==> config.mk <==
export PLATFORM = sky130hd
export DESIGN_NAME = fi_campaign_ctrl
export DESIGN_NICKNAME = d
export VERILOG_FILES = /design/src/rtl/fi_campaign_ctrl.sv
export SDC_FILE = /design/constraint.sdc
export NUM_CORES = 1
export LEC_CHECK = 0
export CAP_MARGIN = 20
export CORE_UTILIZATION = 44
export CTS_CLUSTER_DIAMETER = 60
export DETAILED_ROUTE_END_ITERATION = 6
export GPL_ROUTABILITY_DRIVEN = 0
export GPL_TIMING_DRIVEN = 0
export PLACE_DENSITY = 0.87
export SYNTH_ARGS = -nofsm -noshare
export SYNTH_HDL_FRONTEND = slang
export SYNTH_SLANG_ARGS = --single-unit
==> constraint.sdc <==
create_clock -name clk -period 8.6 [get_ports clk]
set_input_delay 0.86 -clock clk [delete_from_list [all_inputs] [get_ports clk]]
set_output_delay 0.86 -clock clk [all_outputs]
set_load 0.01 [all_outputs]
==> src/rtl/fi_campaign_ctrl.sv <==
// fi_campaign_ctrl
//   Sequences one fault-injection experiment on a target:
//   1. hold the target in reset;
//   2. let it run for a fixed number of clocks;
//   3. flip the masked state bits once, at a chosen run cycle;
//   4. compare the target's final state against a golden word.
//
// Parameters
//   WIDTH       width of the target state word
//   RUN_CYCLES  clocks the target runs per experiment
//   RST_CYCLES  clocks the target is held in reset per experiment
//
// Ports
//   clk, rst            clock; asynchronous active-high reset
//   start, abort        launch / cancel an experiment
//   inject_cycle        run-cycle index at which the flip is applied
//   inject_mask         bits to flip
//   golden              fault-free expected final state
//   dut_state           live target state word
//   dut_rst_n           active-low reset to the target
//   flip_en, flip_mask  one-cycle injection strobe and mask
//   run_cycle           current run-cycle index
//   busy, done          experiment in progress / one-cycle completion pulse
//   mismatch, skipped   final state differed / injection never applied
//   result              captured final target state
module fi_campaign_ctrl #(
  parameter int WIDTH      = 64,
  parameter int RUN_CYCLES = 64,
  parameter int RST_CYCLES = 2
) (
  input  logic             clk,
  input  logic             rst,
  input  logic             start,
  input  logic             abort,
  input  logic [15:0]      inject_cycle,
  input  logic [WIDTH-1:0] inject_mask,
  input  logic [WIDTH-1:0] golden,
  input  logic [WIDTH-1:0] dut_state,
  output logic             dut_rst_n,
  output logic             flip_en,
  output logic [WIDTH-1:0] flip_mask,
  output logic [15:0]      run_cycle,
  output logic             busy,
  output logic             done,
  output logic             mismatch,
  output logic             skipped,
  output logic [WIDTH-1:0] result
);

  localparam int             RCW      = (RST_CYCLES > 1) ? $clog2(RST_CYCLES) : 1;
  localparam logic [RCW-1:0] RST_LAST = RCW'(RST_CYCLES - 1);
  localparam logic [15:0]    RUN_LAST = 16'(RUN_CYCLES - 1);

  typedef enum logic [2:0] {
    S_IDLE,
    S_RESET,
    S_RUN,
    S_COMPARE,
    S_DONE
  } state_t;

  state_t           r_state;
  logic [RCW-1:0]   r_rst_cnt;
  logic [15:0]      r_inj_cycle;
  logic [WIDTH-1:0] r_inj_mask;
  logic [WIDTH-1:0] r_golden;

  logic [15:0] w_nxt_rc;
  logic        w_skip;

  assign w_nxt_rc = run_cycle + 16'd1;
  // Injection index past the end of the run can never match run_cycle.
  assign w_skip   = ({16'd0, r_inj_cycle} >= 32'(RUN_CYCLES));

  always_ff @(posedge clk or posedge rst) begin
    if (rst) begin
      r_state     <= S_IDLE;
      r_rst_cnt   <= '0;
      r_inj_cycle <= '0;
      r_inj_mask  <= '0;
      r_golden    <= '0;
      dut_rst_n   <= 1'b0;
      flip_en     <= 1'b0;
      flip_mask   <= '0;
      run_cycle   <= '0;
      busy        <= 1'b0;
      done        <= 1'b0;
      mismatch    <= 1'b0;
      skipped     <= 1'b0;
      result      <= '0;
    end else begin
      // Strobes default low every cycle.
      flip_en   <= 1'b0;
      flip_mask <= '0;
      done      <= 1'b0;
      case (r_state)
        S_IDLE: begin
          dut_rst_n <= 1'b1;
          busy      <= 1'b0;
          // start wins over a simultaneous abort here.
          if (start) begin
            r_inj_cycle <= inject_cycle;
            r_inj_mask  <= inject_mask;
            r_golden    <= golden;
            mismatch    <= 1'b0;
            skipped     <= 1'b0;
            result      <= '0;
            r_rst_cnt   <= '0;
            dut_rst_n   <= 1'b0;
            busy        <= 1'b1;
            r_state     <= S_RESET;
          end
        end
        S_RESET: begin
          if (abort) begin
            busy      <= 1'b0;
            dut_rst_n <= 1'b0;
            r_state   <= S_IDLE;
          end else if (r_rst_cnt == RST_LAST) begin
            // The flip for inject_cycle 0 must land on the first run clock.
            dut_rst_n <= 1'b1;
            run_cycle <= '0;
            if (r_inj_cycle == 16'd0) begin
              flip_en   <= 1'b1;
              flip_mask <= r_inj_mask;
            end
            r_state <= S_RUN;
          end else begin
            r_rst_cnt <= r_rst_cnt + 1'b1;
          end
        end
        S_RUN: begin
          if (abort) begin
            busy      <= 1'b0;
            dut_rst_n <= 1'b0;
            r_state   <= S_IDLE;
          end else if (run_cycle == RUN_LAST) begin
            r_state <= S_COMPARE;
          end else begin
            // flip_en is registered, so it is aimed at the upcoming run_cycle.
            run_cycle <= w_nxt_rc;
            if (w_nxt_rc == r_inj_cycle) begin
              flip_en   <= 1'b1;
              flip_mask <= r_inj_mask;
            end
          end
        end
        S_COMPARE: begin
          result   <= dut_state;
          mismatch <= (dut_state != r_golden);
          skipped  <= w_skip;
          done     <= 1'b1;
          r_state  <= S_DONE;
        end
        S_DONE: begin
          busy    <= 1'b0;
          r_state <= S_IDLE;
        end
        default: r_state <= S_IDLE;
      endcase
    end
  end

endmodule

==> Yosys cells after proc, flatten, opt, wreduce, memory -nomap -nowiden <==
Cells that the tools add are included.
{ "word_totals": {"register_bits": 298, "in_bits": 212, "output_inout_bits": 150, "wordCells": 89} }
{ "op_classes": {"addsub": 2, "order_cmp": 1, "n_eq_ne": 16, "muxes": 41, "n_reduce_logical": 15} }
{ "op_table": {"columns": ["op", "count"], "rows": [
  ["$mux 64", 7],
  ["$pmux 64 s2", 2],
  ["$mux 16", 4],
  ["$ne 64x64->1", 1],
  ["$pmux 16 s2", 1],
  ["$add 16x1->16 const B", 1],
  ["$eq 16x16->1", 1],
  ["$eq 16x6->1 const B", 1],
  ["$ge 16x7->1 const B", 1],
  ["$logic_not 16->1", 1],
  ["$mux 1", 15],
  ["$mux 3", 5],
  ["$ne 2x2->1 const B", 6],
  ["$pmux 3 s4", 1],
  ["$reduce_and 3->1", 3],
  ["$pmux 1 s2", 4],
  ["$eq 3x2->1 const B", 2],
  ["$ne 3x3->1 const B", 2],
  ["$pmux 1 s3", 2],
  ["$reduce_and 2->1", 3],
  ["$reduce_bool 2->1", 3],
  ["$reduce_bool 3->1", 2],
  ["$reduce_and 5->1", 1],
  ["$eq 3x1->1 const B", 1],
  ["5 further kinds", 5]
]} }

==> Logic depth before layout (Yosys ltp) <==
{ "depth": {"word_depth": 6, "ltp_mapped": 11, "mapped_depth_nobuf": 8} }

==> Worst setup path before layout <==
No wires, ideal clock.
{ "synth_timing": {"path_type": "register -> register", "from": "register run_cycle[0]", "to": "register flip_mask[12]", "t_arrival_ns": 2.558, "required_ns": 8.531, "path_slack_ns": 5.974, "stages_incl_launch_ff": 11, "n_path_buf": 2, "synth_period_minus_slack_ns": 2.626, "path_cell_list": "dfrtp_1 ha_1 nand4_1 nor4_4 xnor2_1 or4_1 a2111oi_4 a21oi_2 buf_6 buf_12 nor2b_2"} }
{ "synth_between": {"elab_chain_cells": 6} }
{ "synth_rtl": {"columns": ["item", "line", "source"], "rows": [
  ["start, declared", "42", "output logic [15:0] run_cycle,"],
  ["start signal, assigned", "141", "run_cycle <= w_nxt_rc;"],
  ["$add 16x1->16", "71", "assign w_nxt_rc = run_cycle + 16'd1;"],
  ["$eq 16x16->1", "142", "if (w_nxt_rc == r_inj_cycle) begin"],
  ["$mux 64", "142", null],
  ["$mux 64 *", "137", "end else if (run_cycle == RUN_LAST) begin"],
  ["$mux 64 *", "133", "if (abort) begin"],
  ["$pmux 64 s2 *", "96", "case (r_state)"],
  ["end signal, assigned", "125", "flip_mask <= r_inj_mask;"],
  ["end signal, assigned", "144", "flip_mask <= r_inj_mask;"],
  ["end, declared", "41", "output logic [WIDTH-1:0] flip_mask,"]
]} }
Every way passes the cells marked *; elsewhere a longest branch is shown, timed or not.
A chain may end at the register's enable or synchronous reset.

==> Worst setup path in the final report <==
{ "layout_timing": {"from": "input port start", "to": "register r_golden[60]"} }
{ "layout_between": {"elab_chain_cells": 1} }
{ "layout_rtl": {"columns": ["item", "line", "source"], "rows": [
  ["start, declared", "33", "input logic start,"],
  ["$reduce_and 2->1 (no source line)", null, null],
  ["end signal, assigned", "104", "r_golden <= golden;"],
  ["end, declared", "66", "logic [WIDTH-1:0] r_golden;"]
]} }
Every way passes these cells.

==> impl_metrics.py <==
metrics = {
    "logic_synthesis": {
        "syn_inst": 1336,
        "post-synth-top-area-cell": "dfrtp_1",
        "syn-cell-area_mm2": 0.0128,
        "async_flop_share_pct": 100,
        "ys_seq_area_share_pct": 58.2,
        "synth_edf_count": 0,
        "yosys-top-cells-count": "nand2_1, dfrtp_1, o21ai_0, xor2_1, clkbuf_1",
        "ys_ff_latch": 298,
        "synth_warnings": 0,
        "ys_top_cells_by_area": "dfrtp_1, nand2_1, xor2_1",
        "postSynthAreaPerCell_um2": 9.59,
        "synth.most_common_cell": "nand2_1",
        "synth.distinct_cells": 63,
        "synthFlopType": "dfrtp_1",
        "synth_top_area_share_pct": 58.2,
        "syn_nets": 1549,
    },
    "sta": {
        "setup_viol": 0,
        "rsz0062_at_grt": "false",
        "tightest_slew_ns": 0.915,
        "relSlewSlack_pct": 39.0,
        "fin_setup_tns_ns": 0,
        "skew_ns": 0.0115,
        "max_freq_mhz": 298,
        "holdWs_ns": 0.470,
        "finalMaxSlewViolations": 0,
        "min_period_ns": 3.36,
        "hold_viol": 0,
        "fin_crit_sh_pct": 39.1,
    },
    "route": {
        "drc": 0,
        "routed_via_density": 5.17,
        "num_vias": 11088,
        "routedWlPerCell_um": 18.5,
        "drt-total-wl_um": 39700,
        "drtAntennaViolNets": 0,
        "first_pass_iters": 5,
        "drt_iter0_drc": 1006,
    },
    "min_path": {
        "hp-class": "reg -> reg",
        "min_path_cells": 2,
    },
    "die": {
        "start_util_pct": 44.7,
        "chipWidth_um": 173,
        "boundaryPins": 362,
        "rows": 62,
        "core_mm2": 0.0287,
        "die_area_mm2": 0.0298,
        "die-height_um": 173,
    },
    "cts": {
        "clk_latency_ns": 0.57,
        "cts_root_buf": "clkbuf_16",
        "numCtsBuffers": 31,
        "cts_buffer_depth": 3,
        "cts_tree": "built",
        "holdBufCountCts": 0,
        "cts.sinks": 298,
        "cts.clk_slew.worst_paths_ns": 0.06,
        "cts_resized": 0,
        "post_cts_buffers": 0,
        "htree_levels": 1,
    },
    "worst_setup_path": {
        "cp_top_family": "buffers and inverters",
        "cp.arrival_ns": 3.86,
        "reg2regPathDepth": 9,
        "crit_chain": "clkdlybuf4s50_1 > nand2_1 > nor2_1 > clkbuf_1 > clkbuf_1 > clkbuf_1 > nand2_1 > nand2_1",
        "path_class": "in -> reg",
        "critical_path_depth": 8,
        "worstSetupEndpointType": "flip-flop",
        "required_ns": 9.10,
        "max_stage_delay_ns": 0.74,
        "crit_slowest_cell": "clkbuf_1",
        "crit_fanout": 10,
        "crit_buf_inv": 4,
        "start_kind": "primary input",
    },
    "job": {
        "drv_cap": 0,
    },
    "placement": {
        "post_dp_cell_area_mm2": 0.0171,
        "placed_cells_incl_taps": 2088,
        "port-buffer-count": 361,
        "hpwl_um": 29700,
    },
    "grt": {
        "overflow": 0,
        "grt_pass1_wl_um": 62500,
        "grtUsageTotal_pct": 26.7,
        "grt_pass1_vias": 11400,
        "antenna_found_initial": 4,
        "grt_max_degree": 44,
    },
    "power": {
        "p_per_area_mw_per_mm2": 273,
        "max-vdd-ir-drop_mv": 0.187,
        "p_leak_nw": 8.23,
    },
    "layout": {
        "fin_nets": 1950,
        "final_cells": 2144,
        "area_delta_synth_final_pct": 40.7,
        "design_area_mm2": 0.0180,
        "final_util_pct": 62.8,
        "drive_above_1_share_pct": 7.39,
    },
    "run_status": {
        "status": "complete, no violations",
    },
}
==> final timing paths <==
| check | start | slack [ns] | end |
|---|---|---|---|
| max in group asynchronous | rst | 6.69 | result[11] |
| worst min register to register | r_inj_mask[29] | 0.47 | r_inj_mask[29] |
| worst max-delay path | start | 5.24 | r_golden[60] |
| min in group asynchronous | rst | 0.71 | r_inj_mask[57] |
| worst max register to register | r_state[2] | 5.25 | r_golden[60] |
| worst min-delay path | r_inj_mask[29] | 0.47 | r_inj_mask[29] |
==> layout make-up <==
cell class | count | area (um^2)
fill | 2246 | 10700
sequential | 298 | 7460
multi-input combinational | 948 | 4900
timing repair buffer | 368 | 3750
clock buffer | 45 | 878
tap | 384 | 480
buffer | 76 | 410
clock inverter | 9 | 95.1
inverter | 14 | 56.3
antenna | 2 | 5.00
==> logic make-up (layout without fill, tap and decap cells) <==
group                    Yosys count  count (layout)  share of synthesized area (%)
AND/OR/NAND/NOR                  731             731                           26.1
flip-flops                       298             298                           58.2
AO/OA/AOI/OAI                    128             128                           5.86
buffers and inverters             90             512                           3.61
XOR/XNOR                          86              86                           5.98
multiplexers                       2               2                          0.156
adder cells (fa/ha/maj)            1               1                         0.0976
other                              0               2                              0
==> sequential cells by signal (all words and copies together) (netlist names), 3 cells and up <==
name and cells:
r_inj_mask 64, r_state 3, run_cycle 16, r_inj_cycle 16, result 64, flip_mask 64, r_golden 64
==> layout by cell type, fill, tap and decap left out, drive strengths merged, types with 5 or more instances in the layout <==
cell type / netlist / layout
a21oi: 8 / 8
and2b: 7 / 7
buf: 18 / 25
clkbuf: 58 / 103
clkdlybuf4s50: 0 / 361
clkinv: 0 / 5
dfrtp: 298 / 298
inv: 14 / 15
nand2: 576 / 576
nand3: 11 / 11
nand4: 10 / 10
nor2: 18 / 18
nor2b: 59 / 59
nor3: 6 / 6
nor4: 24 / 24
o21ai: 91 / 91
xnor2: 13 / 13
xor2: 72 / 72
==> where the power goes <==
part	internal, W	switching (W)
Combinational	0.000659	0.000838
Clock	0.000738	0.000559
Sequential	0.00183	0.000294
==> stage by stage <==
step,setup WS (ns),power (W)
2_1_floorplan,3.78,0.00294
3_3_place_gp,1.80,0.00352
3_5_place_dp,4.65,0.00361
4_1_cts,5.23,0.00493
5_1_grt,4.95,0.00520
6_report,5.24,0.00491
==> worst reg2reg max path, delay by kind of cell, from the launching register on <==
kind                   cells  cell delay, ns
buffers and inverters      4            1.95
and+or+nand+nor            5            0.98
DFF                        1            0.37
==> metal layers <==
| metal | up-vias | GRT usage [%] | part of all wire, % |
|---|---|---|---|
| li1 | 5059 | - | - |
| met1 | 5382 | 32.9 | 38 |
| met2 | 518 | 43.9 | 48 |
| met3 | 127 | 6.95 | 8.8 |
| met4 | 2 | 12.9 | 5.2 |
| met5 | - | 0 | 0.033 |
Power figures use the tool's default switching activity.
